**config.mk**
```make
export PLATFORM = sky130hd
export DESIGN_NAME = expr_eval
export DESIGN_NICKNAME = d
export VERILOG_FILES = /design/src/rtl/expr_pkg.sv /design/src/rtl/expr_char_decode.sv /design/src/rtl/expr_eval.sv
export SDC_FILE = /design/constraint.sdc
export NUM_CORES = 2
export LEC_CHECK = 0
export BUFFER_PORTS_ARGS = -buffer_cell sky130_fd_sc_hd__buf_2
export CORE_UTILIZATION = 25
export CTS_CLUSTER_SIZE = 25
export DETAILED_ROUTE_END_ITERATION = 8
export MAX_ROUTING_LAYER = met4
export SLEW_MARGIN = 20
export SYNTH_ARGS = -nofsm -noshare
export SYNTH_HDL_FRONTEND = slang
export SYNTH_SLANG_ARGS = --single-unit
export TNS_END_PERCENT = 5
```
**constraint.sdc**
```tcl
create_clock -name clk -period 15.3 [get_ports clk]
set_input_delay 3.06 -clock clk [delete_from_list [all_inputs] [get_ports clk]]
set_output_delay 3.06 -clock clk [all_outputs]
set_load 0.01 [all_outputs]
```
**src/rtl/expr_pkg.sv**
```systemverilog
// ==========================================================================
// expr_pkg : shared types and ASCII constants for expr_eval  (rev 1.0)
// ==========================================================================
`default_nettype none

package expr_pkg;

  typedef enum logic [1:0] {
    IDLE = 2'd0,
    NUM  = 2'd1,
    OP   = 2'd2,
    ERR  = 2'd3
  } state_t;

  localparam logic [7:0] ASCII_0   = 8'h30;
  localparam logic [7:0] ASCII_9   = 8'h39;
  localparam logic [7:0] ASCII_ADD = 8'h2B;
  localparam logic [7:0] ASCII_SUB = 8'h2D;
  localparam logic [7:0] ASCII_MUL = 8'h2A;

  typedef enum logic [2:0] {
    CC_DIGIT = 3'd0,
    CC_ADD   = 3'd1,
    CC_SUB   = 3'd2,
    CC_MUL   = 3'd3,
    CC_OTHER = 3'd4
  } cclass_t;

endpackage

`default_nettype wire

```
**src/rtl/expr_char_decode.sv**
```systemverilog
// ==========================================================================
// expr_char_decode : ASCII character classifier and digit extract (rev 1.0)
// ==========================================================================
`default_nettype none

module expr_char_decode
  import expr_pkg::*;
#(
  parameter int ALLOW_SUB = 1
) (
  input  logic [7:0] in,
  output cclass_t    cls,
  output logic [3:0] digit
);

  always_comb begin
    cls = CC_OTHER;
    if ((in >= ASCII_0) && (in <= ASCII_9)) begin
      cls = CC_DIGIT;
    end else if (in == ASCII_ADD) begin
      cls = CC_ADD;
    end else if (in == ASCII_MUL) begin
      cls = CC_MUL;
    end else if ((ALLOW_SUB != 0) && (in == ASCII_SUB)) begin
      cls = CC_SUB;
    end
  end

  // ASCII digits 0x30..0x39 carry their value in the low nibble
  assign digit = in[3:0];

endmodule

`default_nettype wire

```
**src/rtl/expr_eval.sv**
```systemverilog
// ==========================================================================
// expr_eval : streaming ASCII +,-,* expression recogniser/evaluator (rev 1.0)
// ==========================================================================
`default_nettype none

module expr_eval
  import expr_pkg::*;
#(
  parameter int WIDTH      = 32,
  parameter int MAX_DIGITS = 3,
  parameter int ALLOW_SUB  = 1
) (
  input  logic             clk,
  input  logic             clr_n,
  input  logic             clr,
  input  logic             in_valid,
  input  logic [7:0]       in,
  output logic             out,
  output logic             err,
  output logic [WIDTH-1:0] result
);

  localparam int DCNT_W = $clog2(MAX_DIGITS + 1);

  state_t             state, state_d;
  logic [WIDTH-1:0]   acc, acc_d;
  logic [WIDTH-1:0]   term, term_d;
  logic [WIDTH-1:0]   num, num_d;
  logic [WIDTH-1:0]   result_d;
  logic [DCNT_W-1:0]  dcnt, dcnt_d;

  cclass_t            cls;
  logic [3:0]         digit;
  logic [WIDTH-1:0]   num_x10;
  logic [WIDTH-1:0]   num_dig;
  logic [WIDTH-1:0]   mul_b;
  logic [WIDTH-1:0]   prod;
  logic               digit_room;

  expr_char_decode #(
    .ALLOW_SUB (ALLOW_SUB)
  ) u_decode (
    .in    (in),
    .cls   (cls),
    .digit (digit)
  );

  assign num_x10    = (num << 3) + (num << 1);
  assign num_dig    = num_x10 + WIDTH'(digit);
  // One shared multiplier: term*(new num) for digits, term*num for operators
  assign mul_b      = (cls == CC_DIGIT) ? num_dig : num;
  assign prod       = term * mul_b;
  assign digit_room = (dcnt < DCNT_W'(MAX_DIGITS));

  always_comb begin
    state_d  = state;
    acc_d    = acc;
    term_d   = term;
    num_d    = num;
    dcnt_d   = dcnt;
    result_d = result;
    if (in_valid) begin
      unique case (state)
        IDLE, OP: begin
          if (cls == CC_DIGIT) begin
            state_d  = NUM;
            num_d    = num_dig;
            dcnt_d   = dcnt + 1'b1;
            result_d = acc + prod;
          end else begin
            state_d  = ERR;
          end
        end
        NUM: begin
          case (cls)
            CC_DIGIT: begin
              if (digit_room) begin
                num_d    = num_dig;
                dcnt_d   = dcnt + 1'b1;
                result_d = acc + prod;
              end else begin
                state_d  = ERR;
              end
            end
            CC_MUL: begin
              state_d = OP;
              term_d  = prod;
              num_d   = '0;
              dcnt_d  = '0;
            end
            CC_ADD, CC_SUB: begin
              state_d = OP;
              acc_d   = acc + prod;
              term_d  = (cls == CC_SUB) ? '1 : WIDTH'(1);
              num_d   = '0;
              dcnt_d  = '0;
            end
            default: state_d = ERR;
          endcase
        end
        ERR: state_d = ERR;
      endcase
    end
  end

  always_ff @(posedge clk or negedge clr_n) begin
    if (!clr_n) begin
      state  <= IDLE;
      acc    <= '0;
      term   <= WIDTH'(1);
      num    <= '0;
      dcnt   <= '0;
      result <= '0;
    end else if (clr) begin
      state  <= IDLE;
      acc    <= '0;
      term   <= WIDTH'(1);
      num    <= '0;
      dcnt   <= '0;
      result <= '0;
    end else begin
      state  <= state_d;
      acc    <= acc_d;
      term   <= term_d;
      num    <= num_d;
      dcnt   <= dcnt_d;
      result <= result_d;
    end
  end

  assign out = (state == NUM);
  assign err = (state == ERR);

endmodule

`default_nettype wire

```
Yosys cells after proc, flatten, opt, wreduce, memory -nomap -nowiden. Cells that the tools add are included.

Eq/ne operators: 15. Order comparisons: 3. Add/subtract/negate cells: 4. Multipliers: 1. Mux-type cells: 37. Reduce and logical (&&, ||, !) cells: 17.

Operator list (count): 32-bit two-way mux (17); 32-bit one-hot mux with 2 select lines (4); 32-bit adder (2); 32-bit by 4-bit adder with 32-bit output (1); 32-bit by 32-bit multiplier with 32-bit output (1); 8-bit by 6-bit equality test with 1-bit output (second input constant) (3); 2-bit two-way mux (8); 3-bit two-way mux (4); 2-bit one-hot mux with 2 select lines (3); 5-bit AND reduction (2); 8-bit by 6-bit >= comparator with 1-bit output (second input constant) (1); 8-bit by 6-bit less-or-equal comparator with 1-bit output (second input constant) (1); 4-bit inequality test (second input constant) (2); 3-bit by 2-bit equality test with 1-bit output (second input constant) (2); 3-bit by 2-bit inequality test with 1-bit output (second input constant) (2); 2-bit one-hot mux with 3 select lines (1); 3-bit AND reduction (2); 2-bit nonzero test (3); 3-bit nonzero test (2); 2-bit equality test (second input constant) (2); 4-bit by 3-bit inequality test with 1-bit output (second input constant) (1); 4-bit AND reduction (1); 2-bit OR reduction (2); 3-bit by 1-bit equality test with 1-bit output (second input constant) (1); 9 further kinds (9).

Input port bits: 12. Register bits: 132. Word-level logic and storage cells: 83. Output and inout bits: 34.

Logic depth before layout (Yosys ltp).
Depth after elaboration: 14. Mapped depth: 47. Depth with buffers taken out: 46.

Cells and area by module. Synthesis repeated with hierarchy kept, for this count alone.

Cell total of the unflattened synthesis: 2850. Area, all modules: 25194.2 um2.

Modules (own cells, without submodules): expr_eval (cells each 2834, instances 1, area each 25075.3 um2, seq. area each 3304.4 um2); expr_char_decode (cells each 16, instances 1, area each 118.9 um2, seq. area each 0.0 um2).

Least setup slack after synthesis. Ideal clock, no wire load.

Path type: input -> register. Start point: input in[3]. End point: register acc[31]. Required time: 15222 ps. Setup time: 78 ps. Cell stages on the path: 41. Buffers on the path: 0. Path slack: 1572 ps. Arrival time: 13650 ps. Cells stage by stage: inv_1 -> fa_1 -> inv_1 -> ha_1 -> a21o_1 -> nand4_1 -> a41oi_1 -> o2111ai_1 -> a21oi_1 -> o211ai_1 -> a21oi_1 -> o21ai_0 -> a21boi_0 -> o31ai_1 -> nand2_1 -> fa_1 -> fa_1 -> inv_1 -> (+5 left out) -> fa_1 -> fa_1 -> xnor2_1 -> xnor2_1 -> xnor2_1 -> xnor2_1 -> xnor2_2 -> xnor3_1 -> xnor3_1 -> xnor3_1 -> xor3_1 -> xor3_1 -> xor3_1 -> xor2_1 -> xnor3_1 -> xor2_1 -> or3_1 -> a21oi_1.

Longest elaborated chain between the ends: 13. Elaborated cells on any way between the ends: 24. Classes of those cells: add/sub: 2; mul: 1; order compare: 2; eq/ne: 5; mux: 9; reduce/logical: 5.

Ends and longest elaborated chain: start: declaration (RTL line expr_eval.sv:17) `input logic [7:0] in,`; branches (longest 13 deep; another with 32-bit by 4-bit adder with 32-bit output); end signal: assignment (RTL line expr_eval.sv:109) `acc <= '0;`; end signal: assignment (RTL line expr_eval.sv:116) `acc <= '0;`; end signal: assignment (RTL line expr_eval.sv:123) `acc <= acc_d;`; end: declaration (RTL line expr_eval.sv:26) `logic [WIDTH-1:0] acc, acc_d;`.

Parallel ways; which one is timed is not known. The select of a mux whose other input is x is not followed. A chain may end at the register's enable or synchronous reset.

Final worst setup path.
Start point: input in[2]. End point: register acc[31].

The elaborated chain is that of the path after synthesis.

==> flow_summary.ini <==
[placement]
place_inst = 4000
dp_hpwl_um = 51000
gp_congestion = 0.858
io_buffer_count = 45

[detailed_routing]
top_layer_used = met4
route.met2.wl_um = 30900
ant_nets = 0
wl_met3_um = 4070
drtIter0Drc = 1075
viasPerCell = 4.60
drc = 0
routed-via-count = 18500
wl_per_cell_um = 16.3
wl_met1_um = 29300
firstDrtPassIters = 5
wirelength_um = 65600

[finish]
nets = 3379
fillers = 10300
area_growth_pct = 9.27
diodes = 0
drive_gt1_share_pct = 6.13
stdcell_count = 4032

[logic_synthesis]
synth_edf_count = 0
netlist_instances = 2777
synth-seq-cells = 132
synth_top_cell_area_share_pct = 33.5
yosys-top-cells-count = inv_1, fa_1, nand2_1, ha_1, and2_1
synthFlopType = dfrtp_1
synth_seq_area_share_pct = 13.4
synthDistinctLibCells = 72
yosysMostFrequentCell = inv_1
syn_area_mm2 = 0.0246
syn_area_per_cell_um2 = 8.85
yosysWarnings = 0
synthTopCellsByArea = fa_1, dfrtp_1, ha_1
synth-async-reset-ratio_pct = 100
synth_nets = 3413
synthDominantAreaCellType = fa_1

[global_route]
grt_pass1_wl_um = 108000
antenna_found_initial = 0
grt_use_total_pct = 14.2
grt_overflow = 0
grt_pass1_vias = 19700
grt_max_degree = 69

[clocking]
post_cts_buffers = 0
numCtsBuffers = 17
cts_root_buf = clkbuf_16
cts_htree_levels = 4
path_clk_slew_ns = 0.06
cts_num_sinks = 132
cts_buffer_depth = 2
hold_buffers = 0
cts_tree = yes
ctsResizeCount = 0
clk_latency_ns = 0.46

[sta]
fmax_mhz = 70.7
min_period_ns = 14.14
tns_ns = 0
finalHoldViolations = 0
slew_violations = 0
worstMarginPinSlew_ns = 1.01
max_slew_margin_pct = 32.7
clock_skew_ns = 0.0166
min_period_over_period_pct = 92.4
rsz0062_at_grt = no
setup-violations-final = 0

[worst_setup_path]
endpoint_kind = flip-flop
critPathMaxStageDelay_ns = 0.52
worst-setup-path-type = primary input to flip-flop
arrival_ns = 14.51
worstPathRequired_ns = 15.67
crit_fanout = 4
cp_common_cell = fa_1
setup.worst_path.start_class = primary input
cp_top_family = adder cells
path_buf_inv = 4
slowest_stage = o31ai_1

[pwr]
netSwitchingPower_uw = 262
p_sw_share_pct = 30.2
p_leak_nw = 13.3
p_per_area_mw_per_mm2 = 32.3
p_total_uw = 869
ir_drop_v = 0.0000761
internal-power_uw = 607
power_frac_seq_pct = 41.3
p_clk_share_pct = 49.4
power_frac_comb_pct = 9.3

[outcome]
status = finished clean

[job]
max_cap_violations = 0

[die]
die_w_um = 316
io_pins = 46
coreArea_mm2 = 0.0970
die_area_mm2 = 0.0996
start_util_pct = 25.3
rows = 114
die_h_um = 316

[hold_path]
hold_path_class = flip-flop to flip-flop
[metal layers]
layer  global-route usage (%)  vias up
met2                     22.7      435
met1                     18.2     9477
li1                         -     8528
met4                     3.57        0
met5                        -        -
met3                     2.84       91
[flip-flops by register name (all words and copies together) (netlist names)]
name    count
num        32
state       2
term       32
dcnt        2
acc        32
result     32
[cells in the final DEF (no fill, tap or decap), drive strengths merged, types with 10 or more instances in the layout]
master	count
and2	189
a21o	23
xor2	20
dfrtp	131
clkbuf	17
o31ai	26
o21ai	101
and3	10
inv	501
a211oi	11
nor2b	58
a21oi	89
nor3	22
o21a	11
a22oi	19
nand3	15
a22o	10
nand2	410
nor2	129
buf	84
fa	411
mux2	24
nand2b	29
or3	11
xnor2	88
ha	213
[cells by family (layout without fill, tap and decap cells)]
kind of cell             count (synthesis)  in the layout  synth area share (%)
AO/OA/AOI/OAI                          349            349                  9.10
XOR/XNOR                               118            118                  4.88
adder cells (fa/ha/maj)                624            624                  44.3
buffers and inverters                  630            609                  9.67
flip-flops                             132            132                  13.4
multiplexers                            29             29                  1.38
AND/OR/NAND/NOR                        895            895                  17.2
[per-stage QoR]
step                      area [um2]  util (%)  worst slack, ns  hold slack (ns)
after floorplan                24600         -             1.57            0.450
after global placement         26300      27.1            0.888            0.467
after detailed placement       26300      27.1            0.791            0.469
after CTS                      26900      27.7             1.17            0.488
after global routing           26900      27.7            0.497            0.517
final                          26900      27.7             1.16            0.481
[tightest hold or removal path: stages, from the launching register on]
cell and delay, ns:
dfrtp_1 0.34, nand2_1 0.05, o21ai_0 0.06
[power groups by stage]
stage	logic (mW)	registers, mW	clock network (mW)
3_3_place_gp	0.0807	0.365	0
5_1_grt	0.0901	0.359	0.449
6_report	0.0812	0.359	0.429
4_1_cts	0.0816	0.359	0.438
2_1_floorplan	0.0470	0.363	0
3_5_place_dp	0.0812	0.365	0
[area by class of cell]
type                    count  area [um2]  share of cell area (%)
clock buffers              17         425                    1.58
repair buffers             84         524                    1.95
inverters                 493        1850                    6.89
clock inverters            15         165                   0.615
multi-input cells        2015       19000                    70.7
well taps                1276        1600                    5.94
flip-flops and latches    132        3300                    12.3
[path summary, 6_finish.rpt]
| kind | start | to | slack, ns | cells past startpoint |
|---|---|---|---|---|
| setup / recovery | in[2] | acc[31] | 1.16 | 42 |
| hold / removal | term[31] | term[31] | 0.48 | 2 |
| setup reg to reg | num[1] | acc[31] | 3.40 | 41 |
| hold reg to reg | term[31] | term[31] | 0.48 | 2 |
| max in group asynchronous | clr_n | num[3] | 11.35 | 2 |
| min in group asynchronous | clr_n | result[20] | 2.57 | 1 |
(Power assumes the default switching activity.)
